[src/rtl/alm_mac_accumulator_if.sv]
// Product/sum handshake bundle for the approximate-multiplier MAC tail.
// Master drives products and takes sums; slave is the accumulator.
interface alm_mac_accumulator_if #(
    parameter int PROD_W = 17,
    parameter int ACC_W  = 24,
    parameter int LEN_W  = 8
);
    logic              prod_valid_i;
    logic              prod_ready_o;
    logic [PROD_W-1:0] prod_i;
    logic              last_i;
    logic              clear_i;
    logic              acc_valid_o;
    logic              acc_ready_i;
    logic [ACC_W-1:0]  acc_o;
    logic [LEN_W-1:0]  count_o;
    logic              overflow_o;

    modport master (
        output prod_valid_i,
        output prod_i,
        output last_i,
        output clear_i,
        output acc_ready_i,
        input  prod_ready_o,
        input  acc_valid_o,
        input  acc_o,
        input  count_o,
        input  overflow_o
    );

    modport slave (
        input  prod_valid_i,
        input  prod_i,
        input  last_i,
        input  clear_i,
        input  acc_ready_i,
        output prod_ready_o,
        output acc_valid_o,
        output acc_o,
        output count_o,
        output overflow_o
    );
endinterface

[src/rtl/alm_mac_accumulator.sv]
// Frame accumulator for sign/one's-complement log-multiplier products.
// Define ALM_ACC_SAT_EN to clamp on signed overflow instead of wrapping.
module alm_mac_accumulator #(
    parameter int PROD_W = 17,
    parameter int ACC_W  = 24,
    parameter int LEN_W  = 8
) (
    input  logic                 clk_i,
    input  logic                 rst_i,
    alm_mac_accumulator_if.slave bus
);
    typedef enum logic {
        ACCUM = 1'b0,
        HOLD  = 1'b1
    } state_t;

    state_t             state;
    logic [ACC_W-1:0]   sum_q;
    logic [ACC_W-1:0]   acc_q;
    logic [LEN_W-1:0]   cnt_q;
    logic               ovf_q;
    logic               vld_q;

    logic               sign;
    logic [ACC_W-1:0]   value;
    logic [ACC_W:0]     sum_ext;
    logic               add_ovf;
    logic [ACC_W-1:0]   sum_nxt;
    logic               accept;

    assign accept = bus.prod_valid_i && (state == ACCUM);

    // Convert to two's complement and form the overflow-checked sum
    always_comb begin
        sign    = bus.prod_i[PROD_W-1];
        value   = {{(ACC_W-PROD_W){sign}}, bus.prod_i}
                + {{(ACC_W-1){1'b0}}, sign};
        sum_ext = {sum_q[ACC_W-1], sum_q}
                + {value[ACC_W-1], value};
        add_ovf = sum_ext[ACC_W] ^ sum_ext[ACC_W-1];
        sum_nxt = sum_ext[ACC_W-1:0];
`ifdef ALM_ACC_SAT_EN
        if (add_ovf) begin
            if (sum_ext[ACC_W])
                sum_nxt = {1'b1, {(ACC_W-1){1'b0}}};
            else
                sum_nxt = {1'b0, {(ACC_W-1){1'b1}}};
        end
`endif
    end

    // Frame state machine with registered outputs
    always_ff @(posedge clk_i or posedge rst_i) begin
        if (rst_i) begin
            state <= ACCUM;
            sum_q <= '0;
            acc_q <= '0;
            cnt_q <= '0;
            ovf_q <= 1'b0;
            vld_q <= 1'b0;
        end else if (bus.clear_i) begin
            state <= ACCUM;
            sum_q <= '0;
            cnt_q <= '0;
            ovf_q <= 1'b0;
            vld_q <= 1'b0;
        end else begin
            unique case (state)
                ACCUM: begin
                    if (accept) begin
                        sum_q <= sum_nxt;
                        if (cnt_q != '1)
                            cnt_q <= cnt_q + 1'b1;
                        if (add_ovf)
                            ovf_q <= 1'b1;
                        if (bus.last_i) begin
                            acc_q <= sum_nxt;
                            vld_q <= 1'b1;
                            state <= HOLD;
                        end
                    end
                end
                HOLD: begin
                    if (bus.acc_ready_i) begin
                        vld_q <= 1'b0;
                        sum_q <= '0;
                        cnt_q <= '0;
                        ovf_q <= 1'b0;
                        state <= ACCUM;
                    end
                end
                default: state <= ACCUM;
            endcase
        end
    end

    assign bus.prod_ready_o = (state == ACCUM);
    assign bus.acc_valid_o  = vld_q;
    assign bus.acc_o        = acc_q;
    assign bus.count_o      = cnt_q;
    assign bus.overflow_o   = ovf_q;
endmodule
[src/flat_wrapper.sv]
// flat-port wrapper written by rule: the top's interface ports become plain ports
module alm_mac_accumulator_flat 
#(
    parameter int PROD_W = 17,
    parameter int ACC_W  = 24,
    parameter int LEN_W  = 8
)
  (clk_i, rst_i, bus_prod_valid_i, bus_prod_i, bus_last_i, bus_clear_i, bus_acc_ready_i, bus_prod_ready_o, bus_acc_valid_o, bus_acc_o, bus_count_o, bus_overflow_o);
  alm_mac_accumulator_if #(.PROD_W(PROD_W), .ACC_W(ACC_W), .LEN_W(LEN_W)) bus_i ();
  input  logic clk_i;
  input  logic rst_i;
  input wire logic [$bits(bus_i.prod_valid_i)-1:0] bus_prod_valid_i;
  input wire logic [$bits(bus_i.prod_i)-1:0] bus_prod_i;
  input wire logic [$bits(bus_i.last_i)-1:0] bus_last_i;
  input wire logic [$bits(bus_i.clear_i)-1:0] bus_clear_i;
  input wire logic [$bits(bus_i.acc_ready_i)-1:0] bus_acc_ready_i;
  output wire logic [$bits(bus_i.prod_ready_o)-1:0] bus_prod_ready_o;
  output wire logic [$bits(bus_i.acc_valid_o)-1:0] bus_acc_valid_o;
  output wire logic [$bits(bus_i.acc_o)-1:0] bus_acc_o;
  output wire logic [$bits(bus_i.count_o)-1:0] bus_count_o;
  output wire logic [$bits(bus_i.overflow_o)-1:0] bus_overflow_o;
  assign bus_i.prod_valid_i = bus_prod_valid_i;
  assign bus_i.prod_i = bus_prod_i;
  assign bus_i.last_i = bus_last_i;
  assign bus_i.clear_i = bus_clear_i;
  assign bus_i.acc_ready_i = bus_acc_ready_i;
  assign bus_prod_ready_o = bus_i.prod_ready_o;
  assign bus_acc_valid_o = bus_i.acc_valid_o;
  assign bus_acc_o = bus_i.acc_o;
  assign bus_count_o = bus_i.count_o;
  assign bus_overflow_o = bus_i.overflow_o;
  alm_mac_accumulator #(.PROD_W(PROD_W), .ACC_W(ACC_W), .LEN_W(LEN_W)) u_core (.clk_i(clk_i), .rst_i(rst_i), .bus(bus_i));
endmodule
[config.mk]
export PLATFORM = sky130hd
export DESIGN_NAME = alm_mac_accumulator_flat
export DESIGN_NICKNAME = d
export VERILOG_FILES = /design/src/rtl/alm_mac_accumulator_if.sv /design/src/rtl/alm_mac_accumulator.sv /design/src/flat_wrapper.sv
export SDC_FILE = /design/constraint.sdc
export NUM_CORES = 1
export LEC_CHECK = 0
export CORE_MARGIN = 1.5
export CORE_UTILIZATION = 25
export DETAILED_ROUTE_END_ITERATION = 8
export GPL_TIMING_DRIVEN = 0
export HOLD_SLACK_MARGIN = 0.03
export SYNTH_ARGS = -nofsm -noshare
export SYNTH_HDL_FRONTEND = slang
export SYNTH_SLANG_ARGS = --single-unit
[constraint.sdc]
create_clock -name clk_i -period 5.7 [get_ports clk_i]
set_input_delay 1.14 -clock clk_i [delete_from_list [all_inputs] [get_ports clk_i]]
set_output_delay 1.14 -clock clk_i [all_outputs]
set_load 0.01 [all_outputs]
; After elaboration in Yosys (flattened, before gate mapping)
; Index checks and enable logic that the tools add are counted.
[totals]
register_bits = 59
latch_bits = 0
ramBits = 0
romBits = 0
in_bits = 23
output_inout_bits = 35
wordCells = 47
n_memories = 0
[classes]
add_sub_neg = 3
mul = 0
div = 0
order_cmp = 0
eq_ne = 6
shifts = 0
muxes = 23
bitwise_logic = 3
reduce_logical = 6
[op_table]
columns = cell, n
row1 = $mux W24, 3
row2 = $pmux W24 S2, 1
row3 = $mux W8, 4
row4 = $add A24 B18 Y25, 1
row5 = $add A17 B2 Y18, 1
row6 = $pmux W8 S2, 1
row7 = $mux W1, 11
row8 = $ne A3 B2 Y1 const B, 3
row9 = $reduce_and A3 Y1, 3
row10 = $add A8 B1 Y8 const B, 1
row11 = $ne A8 B8 Y1 const B, 1
row12 = $ne A3 B3 Y1 const B, 2
row13 = $pmux W1 S2, 3
row14 = $reduce_and A4 Y1, 1
row15 = $not A1 Y1, 2
row16 = $reduce_and A2 Y1, 1
row17 = $logic_and A1 B1 Y1, 1
row18 = $xor A1 B1 Y1, 1

; Longest topological paths before layout
; Gate-level depths: netlist of the first run.
[logic_depth]
ltp_word = 7
depth_mapped = 10
depth_no_buf = 10

; Worst setup path after synthesis of the first run
; OpenSTA, ideal clock, no wires.
[synth_timing]
path_kind = input-to-reg
startpoint = in bus_prod_i[0]
endpoint = reg u_core.acc_q[22], in the netlist u_core.bus.acc_o[22]
setup_time_ps = 124
t_arrival_ps = 2986
required_ps = 5576
slack_ps = 2590
stages = 10
n_path_buf = 0
cell_sequence = fa_1 > inv_1 > fa_1 > nand2b_1 > a21oi_1 > o21ai_1 > a211oi_2 > o21ai_2 > nor2b_4 > o31a_1
[synth_between]
elab_chain_cells = 2
[synth_lines]
columns = element, line
row1 = "start, declared", flat_wrapper.sv:13  ; input wire logic [$bits(bus_i.prod_i)-1:0] bus_prod_i;
row2 = $add A17 B2 Y18, alm_mac_accumulator.sv:37  ; + {{(ACC_W-1){1'b0}}, sign};
row3 = $add A24 B18 Y25, alm_mac_accumulator.sv:39  ; + {value[ACC_W-1], value};
row4 = "end signal, assigned", alm_mac_accumulator.sv:77  ; acc_q <= sum_nxt;
row5 = "end, declared", alm_mac_accumulator.sv:19  ; logic [ACC_W-1:0] acc_q;
; No other way between the ends.
; A chain may end at the register's enable or synchronous reset.

; Worst setup path in the final report of the first run
[layout_timing]
startpoint = in bus_prod_i[16]
endpoint = reg u_core.acc_q[22], in the netlist u_core.bus.acc_o[22]
; Same word-level chain as after synthesis.

==> results of run 1 <==
logic make-up (layout without fill, tap and decap cells):
kind of cell | count (synthesis) | after routing | share of synthesized area
compound gates | 120 | 120 | 0.218
xor+xnor | 29 | 29 | 0.0732
fa+ha+maj | 26 | 26 | 0.0981
buf+inv | 26 | 100 | 0.0310
flops | 59 | 59 | 0.426
mux | 3 | 3 | 0.00902
simple gates | 115 | 115 | 0.145
cells in the mapped netlist (4+ instances only):
cell type and instances:
a31oi_1 4, o21ai_0 57, nand2b_1 5, nor2_1 18, nor3_1 4, o211ai_1 5, a211oi_1 5, xnor2_1 13
ha_1 24, a21oi_1 23, inv_1 12, clkbuf_1 11, nand4_1 6, xor2_1 16, a21o_1 4, nand3_1 7
dfrtp_1 59, nand2_1 69
registers in the layout, indices dropped and copies added (netlist names):
name,cells
u_core.bus.count_o,8
u_core.bus.overflow_o,1
u_core.bus.acc_o,24
u_core.bus.acc_valid_o,1
u_core.state,1
u_core.sum_q,24
power groups by stage:
stage                     sequential, mW  combinational, mW  clock (mW)
after floorplan                    0.599              0.317           0
after global placement             0.577              0.577           0
after detailed placement           0.580              0.588           0
final                              0.572              0.585       0.553
after global routing               0.586              0.654       0.585
after CTS                          0.574              0.592       0.564
placed cells by master, fill, tap and decap left out, types with 5 or more instances in the layout:
master           count
nand2_1             69
dfrtp_1             59
o21ai_0             57
clkdlybuf4s50_1     57
ha_1                24
a21oi_1             23
nor2_1              18
xor2_1              16
xnor2_1             13
clkbuf_1            12
inv_1               11
clkbuf_16            9
nand3_1              7
nand4_1              6
a211oi_1             5
o211ai_1             5
nand2b_1             5
through the flow:
| stage | hold WS (ns) | std cells | worst slack, ns | cell area [um2] |
|---|---|---|---|---|
| finish | 0.484 | 628 | 1.67 | 4580 |
| global route | 0.507 | 628 | 1.45 | 4580 |
| CTS | 0.486 | 628 | 1.71 | 4580 |
| detailed placement | 0.470 | 612 | 1.37 | 4280 |
| global placement | 0.467 | 611 | 1.36 | 4260 |
| floorplan | 0.447 | 378 | 2.59 | 3470 |
layer usage:
| layer | vias to the layer above | GRT usage | part of all wire | routed length, um |
|---|---|---|---|---|
| li1 | 1484 | - | - | - |
| met1 | 1441 | 0.170 | 0.47 | 4220 |
| met2 | 58 | 0.209 | 0.48 | 4300 |
| met3 | 18 | 0.0321 | 0.032 | 291 |
| met4 | 0 | 0.0588 | 0.025 | 227 |
| met5 | - | 0 | 0 | 0 |
layout make-up:
type                       count  area, um2  area share
clock buffer                  11        243      0.0530
timing repair buffer          58        591       0.129
multi-input combinational    293       1880       0.411
inverter                      12       45.0     0.00983
clock inverter                 5       61.3      0.0134
tap                          176        220      0.0480
buffer                        14       62.6      0.0137
sequential                    59       1480       0.322
worst max-delay path, stage by stage:
cell and delay, ns:
clkdlybuf4s50_1 0.76, fa_1 0.32, inv_1 0.07, fa_1 0.39
nand2b_1 0.18, a21oi_1 0.25, o21ai_1 0.20, a211oi_2 0.38
o21ai_2 0.12, nor2b_4 0.14, o31a_1 0.29
how the worst max path moves through the flow:
stage / startpoint / endpoint / slack (ns)
after global routing: bus_prod_i[16] / u_core.bus.overflow_o / 1.45
final: bus_prod_i[16] / u_core.bus.acc_o[22] / 1.67
after global placement: bus_prod_i[16] / u_core.bus.overflow_o / 1.36
after CTS: bus_prod_i[16] / u_core.bus.acc_o[22] / 1.71
after floorplan: bus_prod_i[0] / u_core.bus.acc_o[22] / 2.59
after detailed placement: bus_prod_i[16] / u_core.bus.overflow_o / 1.37
==> metrics.md, run 1 <==
| Metric | Value |
|---|---|
| CTS tree | `yes` |
| Fin crit share | `0.708` |
| P&R area growth vs syn | `32.1%` |
| Die height | `~120 um` |
| Post-Syn Nets | `427` |
| Worst EP required | `just under 6 ns` |
| Crit path launch type | `primary input` |
| CTS Buffer Depth | `2` |
| Number of global-route vias before repair | `3068` |
| Max FO, Critical Path | `9` |
| Worst Tran Pin Value | `between 0.7 and 0.8 ns` |
| Layout Utilization | `0.342` |
| Maximum Capacitance Violations | `0` |
| Yosys warning total | `0` |
| # IOs | `58` |
| RR Startpoint | `u_core.sum_q[0]` |
| Internal power | `1.14 mW` |
| Power per cell area | `between 300 and 400 nW/um2` |
| Vias per cell | `4.78` |
| Drt drc | `0` |
| Mapped cell area | `3470 um2` |
| Slew Limit Fails | `0` |
| Critical Path AT | `about 4.2 ns` |
| Largest net degree at the start of global routing | `35` |
| Share of cells above drive strength 1 | `0.0664` |
| Dpl hpwl | `roughly 6800 um` |
| Min Tclk post-route | `4.04 ns` |
| Final ANT Viol Nets | `0` |
| Sw Share | `0.331` |
| Max-slew headroom | `0.498` |
| Htree depth | `3` |
| WS Path Type | `in2reg` |
| Die Area | `between 10000 and 15000 um2` |
| # fillers | `between 1000 and 1500` |
| Hold crit path type | `reg2reg` |
| Nets | `roughly 500` |
| Unrepaired setup endpoints after global routing | `no` |
| Hold endpoint | `u_core.bus.acc_o[17]` |
| Clock power frac | `0.323` |
| Cell variety after synth | `46` |
| Post-Synthesis Cells | `around 380` |
| Setup violators final | `0` |
| Core footprint | `between 10000 and 15000 um2` |
| TNS Setup | `0 ns` |
| Flops & latches, synth | `between 50 and 60` |
| VDD IR max | `around 140 uV` |
| Yosys top cell area share | `0.426` |
| Total power | `~1.7 mW` |
| Clk sinks | `59` |
| Yosys top cell by area | `dfrtp_1` |
| Top FF cell, synth | `dfrtp_1` |
| Via count | `3001` |
| Rows | `42` |
| R2r endpoint | `u_core.bus.acc_o[22]` |
| GRT Resource Usage Total | `0.132` |
| Port Buf Inserts | `between 50 and 60` |
| Grt ovf | `0` |
| 1st-iter DRT viols | `104` |
| First-pass GRT wire length | `approximately 15000 um` |
| Static leakage | `1.92 nW` |
| Post-CTS sizing | `0` |
| Die width | `~120 um` |
| Max Clock Skew | `0.00811 ns` |
| Asr flop ratio synth | `1.00` |
| Initial core utilization | `0.259` |
| Post-CTS Setup Bufs | `0` |
| Mean Syn Cell Area | `about 9.2 um2` |
| Worst setup EP type | `flip-flop` |
| Synth top area cells | `dfrtp_1 43%, ha_1 8.7%, o21ai_0 8.2%` |
| Ant diodes | `0` |
| Routability cong. | `0.920` |
| Hold path depth | `2` |
| CTS Hold Buffers Added | `0` |
| Clock slew seen by the registers of the worst setup and hold paths | `roughly 0.05 ns` |
| Max Clk Rate | `between 0.2 and 0.25 GHz` |
| Antenna violations before repair | `0` |
| Sw power | `between 0.5 and 0.6 mW` |
| Worst r2r path cells | `10` |
| Flop2flop setup slack | `2.97 ns` |
| Clk_lat worst skew | `approximately 0.33 ns` |
| Sequential fraction of design power | `0.334` |
| Inserted Clock Buffers | `9` |
| Combinational power share | `0.342` |
| Number of detailed-route iterations in the first pass | `4` |
| Post-Route WL | `9040 um` |
| Status | `finished, final reports clean` |
| Wire length per cell | `approximately 14 um` |
| CTS root buffer | `clkbuf_16` |
| Startpoint of the worst hold path | `u_core.bus.acc_o[17]` |
| Final Hold Violating Endpoints | `0` |
| Number of synthesized flops with an enable pin | `0` |
| Sequential fraction of the synthesis area | `0.426` |
Power figures use the tool's default switching activity.
==> run 2, diff against run 1 <==
- clock period: 5.7 -> 3.3 ns (I/O delays scaled with it)
==> metrics.md, run 2 (synthesis results as in run 1) <==
| Metric | Value |
|---|---|
| Initial core utilization | `0.259` |
| Sw Share | `0.331` |
| Ant diodes | `0` |
| WS Path Type | `in2reg` |
| TNS Setup | `0 ns` |
| Maximum Capacitance Violations | `0` |
| Min Tclk post-route | `around 3.1 ns` |
| Die height | `approximately 120 um` |
| GRT Resource Usage Total | `0.132` |
| Slew Limit Fails | `0` |
| Worst slack at placement | `-0.547 ns` |
| FF+latch area | `approximately 1500 um2` |
| Status | `finished, final reports clean` |
| Critical Path AT | `between 3 and 4 ns` |
| CTS tree | `yes` |
| # IOs | `58` |
| Nets | `around 500` |
| Max Clock Skew | `0.00780 ns` |
| Commonest cells after routing, fill and taps aside | `69 x nand2_1, 59 x dfrtp_1, 57 x o21ai_0` |
| Vias per cell | `~4.8` |
| Worst setup EP type | `flip-flop` |
| Worst EP required | `roughly 3.5 ns` |
| Sequential fraction of design power | `0.334` |
| CTS Hold Buffers Added | `0` |
| Placed Cells | `between 600 and 700` |
| Final Hold Violating Endpoints | `0` |
| Antenna violations before repair | `0` |
| Dpl hpwl | `6810 um` |
| First-pass GRT wire length | `between 15000 and 20000 um` |
| Clk sinks | `59` |
| Share of cells above drive strength 1 | `0.0752` |
| Clk_lat worst skew | `0.33 ns` |
| Layout Utilization | `0.343` |
| Setup violators final | `0` |
| Via count | `3002` |
| CTS root buffer | `clkbuf_16` |
| Most Used Layer, Global Route | `met2` |
| Routability cong. | `between 0.9 and 1` |
| Clock slew seen by the registers of the worst setup and hold paths | `0.06 ns` |
| Port Buf Inserts | `57` |
| Commonest non-fill, non-tap cell in the layout | `nand2_1` |
| Total power | `2.96 mW` |
| Final worst slack | `0.184 ns` |
| Post-DP Area | `between 4000 and 5000 um2` |
| GR Layer Usage met1 | `0.170` |
| Drt drc | `0` |
| Wire length per cell | `14.4 um` |
| Static leakage | `~1.9 nW` |
| Largest net degree at the start of global routing | `35` |
| Met3 global-route usage | `0.0321` |
| Number of global-route vias before repair | `3068` |
| Core footprint | `about 13000 um2` |
| Htree depth | `3` |
| Worst Tran Pin Value | `0.756 ns` |
| CTS Buffer Depth | `2` |
| P&R area growth vs syn | `32.5%` |
| Fin crit share | `0.944` |
| Final instance area | `between 4000 and 5000 um2` |
| Post-CTS Setup Bufs | `0` |
| VDD IR max | `241 uV` |
| Post-Route WL | `9020 um` |
| Internal power | `approximately 2.0 mW` |
| M2 GR Usage | `0.209` |
| Max FO, Critical Path | `3` |
| Combinational power share | `0.343` |
| Power per cell area | `between 600 and 700 nW/um2` |
| Worst hold slack | `0.481 ns` |
| Final ANT Viol Nets | `0` |
| # fillers | `about 1400` |
| Sw power | `approximately 1 mW` |
| Hold crit path type | `reg2reg` |
| Clock power frac | `0.322` |
| Max-slew headroom | `0.495` |
| Die Area | `14600 um2` |
| Inserted Clock Buffers | `9` |
| Unrepaired setup endpoints after global routing | `no` |
| Crit path launch type | `primary input` |
| Die width | `between 100 and 150 um` |
| Max Clk Rate | `0.321 GHz` |
| Area of the multi-input gates | `roughly 1900 um2` |
| 1st-iter DRT viols | `105` |
| Finished Layout Cells | `628` |
| Number of detailed-route iterations in the first pass | `5` |
| Grt ovf | `0` |
| Rows | `between 40 and 50` |
-- run 2: cell count changes in the layout (fill, tap and decap cells not counted), sizes merged --
cell,change
clkdlybuf4s50,-1
clkbuf,+1
-- run 2: power by group through the flow --
stage | clock network, mW | logic [mW] | registers, mW
after floorplan | 0 | 0.548 | 1.03
after global placement | 0 | 0.997 | 0.997
after detailed placement | 0 | 1.02 | 1.00
after CTS | 0.974 | 1.02 | 0.992
after global routing | 1.01 | 1.14 | 1.01
final | 0.953 | 1.02 | 0.988
-- run 2: area by class of cell --
cell class / count / area share
plain buffers: 14 / 0.0136
clock buffers: 11 / 0.0528
clock inverters: 5 / 0.0133
inverters: 12 / 0.00980
multi-input cells: 293 / 0.414
flip-flops and latches: 59 / 0.321
well taps: 176 / 0.0479
repair buffers: 58 / 0.127
-- run 2: worst paths after layout --
path	startpoint	to	slack [ns]	cells after the start
min in group asynchronous	rst_i	u_core.sum_q[3]	0.80	2
max	bus_prod_i[0]	u_core.bus.overflow_o	0.18	11
min reg2reg	u_core.sum_q[6]	u_core.sum_q[6]	0.48	2
min	u_core.sum_q[6]	u_core.sum_q[6]	0.48	2
max in group asynchronous	rst_i	u_core.sum_q[15]	1.89	3
max reg2reg	u_core.sum_q[0]	u_core.bus.overflow_o	0.70	10
-- run 2: routing by layer --
metal  part of all wire  up-vias
met5                  0        -
met4              0.022        0
met3              0.036       18
met2               0.48       59
met1               0.46     1443
li1                   -     1482
-- run 2: worst max-delay path: stages --
cell and delay (ns):
clkdlybuf4s50_1 0.52, fa_2 0.25, inv_1 0.06, fa_1 0.38
nand2b_1 0.19, a21oi_2 0.23, o21ai_2 0.14, a211oi_4 0.34
o221ai_1 0.19, xnor2_1 0.24, o22ai_1 0.11
-- run 2: what timing repair did --
item,in CTS,in global routing
endpoints found under the hold margin,0,0
setup endpoints to repair,8,5
gates resized for setup,1,6
pin swaps,0,3
==> run 3, diff against run 2 <==
- CORE_MARGIN: 1.5 -> 1
- clock period: 3.3 -> 3.6 ns (I/O delays scaled with it)
==> metrics.md, run 3 (synthesis results as in run 1) <==
| Metric | Value |
|---|---|
| Status | `finished, final reports clean` |
| Vias per cell | `between 4 and 5` |
| Largest net degree at the start of global routing | `37` |
| Die Area | `approximately 14000 um2` |
| Hold path depth | `2` |
| Post-Route WL | `about 9000 um` |
| Grt ovf | `0` |
| Via count | `between 2000 and 3000` |
| CTS Buffer Depth | `2` |
| Initial core utilization | `0.259` |
| Power per cell area | `slightly below 600 nW/um2` |
| Min Tclk post-route | `roughly 3.4 ns` |
| Die height | `~120 um` |
| Worst path max stage delay | `around 0.50 ns` |
| Final Hold Violating Endpoints | `0` |
| Final ANT Viol Nets | `0` |
| Post-CTS sizing | `1` |
| Max FO, Critical Path | `9` |
| Drt drc | `0` |
| Critical Path AT | `~3.6 ns` |
| TNS Setup | `0 ns` |
| Fin crit share | `0.955` |
| Static leakage | `around 1.9 nW` |
| Share of cells above drive strength 1 | `0.0621` |
| Sum of buffers and inverters on the critical path | `2` |
| Commonest cells after routing, fill and taps aside | `69 x nand2_1, 59 x dfrtp_1, 57 x o21ai_0` |
| Wire length per cell | `14.3 um` |
| Ant diodes | `0` |
| P&R area growth vs syn | `31.9%` |
| CTS Hold Buffers Added | `0` |
| Slew Limit Fails | `0` |
| Critical Path Stages | `11` |
| Antenna violations before repair | `0` |
| Nets | `496` |
| Number of global-route vias before repair | `around 3100` |
| Max Clk Rate | `a little under 0.3 GHz` |
| GRT Resource Usage Total | `0.134` |
| Worst r2r path cells | `10` |
| Clk_lat worst skew | `between 0.3 and 0.4 ns` |
| Clk sinks | `just under 60` |
| CP max-delay cell | `dlygate4sd2_1` |
| Maximum Capacitance Violations | `0` |
| Most used cell, CP | `fa_1` |
| Port Buf Inserts | `57` |
| Unrepaired setup endpoints after global routing | `no` |
| Worst setup EP type | `flip-flop` |
| Worst hold slack | `between 0.4 and 0.5 ns` |
| Rows | `42` |
| Setup violators final | `0` |
| CP Cell Sequence | `dlygate4sd2_1 -> fa_1 -> inv_1 -> fa_1 -> nand2b_1 -> a21oi_1 -> o21ai_1 -> a211oi_2 -> o21ai_2 -> nor2b_4 -> o41ai_1` |
| VDD IR max | `~190 uV` |
| CTS tree | `yes` |
| WS Path Type | `in2reg` |
| Routability cong. | `about 0.90` |
| First-pass GRT wire length | `about 15000 um` |
| Inserted Clock Buffers | `9` |
| Dpl hpwl | `approximately 6700 um` |
| Clock slew seen by the registers of the worst setup and hold paths | `roughly 0.050 ns` |
| # IOs | `58` |
| Core footprint | `roughly 13000 um2` |
| Die width | `~120 um` |
| Max Clock Skew | `between 0.005 and 0.006 ns` |
| Number of detailed-route iterations in the first pass | `4` |
| Hold crit path type | `reg2reg` |
| CTS root buffer | `clkbuf_16` |
| CP top delay family | `compound AO/OA/AOI/OAI gates` |
| Max-slew headroom | `0.459` |
| Worst Tran Pin Value | `between 0.8 and 0.9 ns` |
| Worst EP required | `3.79 ns` |
| Post-CTS Setup Bufs | `0` |
| 1st-iter DRT viols | `between 150 and 200` |
| Crit path launch type | `primary input` |
| Commonest non-fill, non-tap cell in the layout | `nand2_1` |
| Htree depth | `3` |
| # fillers | `approximately 1400` |
run 3: layout make-up:
| class | instances | area, um2 | area share |
|---|---|---|---|
| inverter | 12 | 45.0 | 0.00985 |
| tap | 176 | 220 | 0.0482 |
| sequential | 59 | 1480 | 0.323 |
| clock inverter | 2 | 35.0 | 0.00766 |
| clock buffer | 13 | 260 | 0.0569 |
| timing repair buffer | 58 | 589 | 0.129 |
| multi-input combinational | 293 | 1880 | 0.412 |
| buffer | 14 | 62.6 | 0.0137 |
run 3: path summary, 6_finish.rpt:
check | startpoint | to | slack, ns
setup / recovery | bus_prod_i[16] | u_core.sum_q[22] | 0.16
hold / removal | u_core.bus.acc_o[16] | u_core.bus.acc_o[16] | 0.47
setup reg to reg | u_core.sum_q[0] | u_core.sum_q[22] | 0.79
hold reg to reg | u_core.bus.acc_o[16] | u_core.bus.acc_o[16] | 0.47
max in group asynchronous | rst_i | u_core.bus.count_o[1] | 2.11
min in group asynchronous | rst_i | u_core.sum_q[2] | 0.88
run 3: per-stage QoR:
step                instances  utilization  power (mW)  setup slack (ns)  instance area, um2
floorplan                 378            -        1.45             0.910                3470
global placement          611        0.318        1.83            -0.315                4260
detailed placement        612        0.319        1.85            -0.436                4280
CTS                       627        0.341        2.73             0.184                4570
global route              627        0.341        2.87            0.0547                4570
finish                    627        0.341        2.69             0.161                4570
run 3: worst register-to-register path, delay by kind of cell, from the launching register on:
family / cells / cell delay (ns)
simple gates: 2 / 0.33
flops: 1 / 0.36
buf+inv: 1 / 0.07
compound gates: 5 / 1.30
fa+ha+maj: 2 / 0.62
run 3: layer usage:
layer,track usage,share of wire
met1,0.163,0.46
met4,0.0406,0.014
met2,0.227,0.49
met3,0.0371,0.038
met5,0,0
run 3: where the power goes:
group | internal, mW | switching (mW)
clock network | 0.568 | 0.288
registers | 0.814 | 0.0944
logic | 0.440 | 0.485
total | 1.82 | 0.867
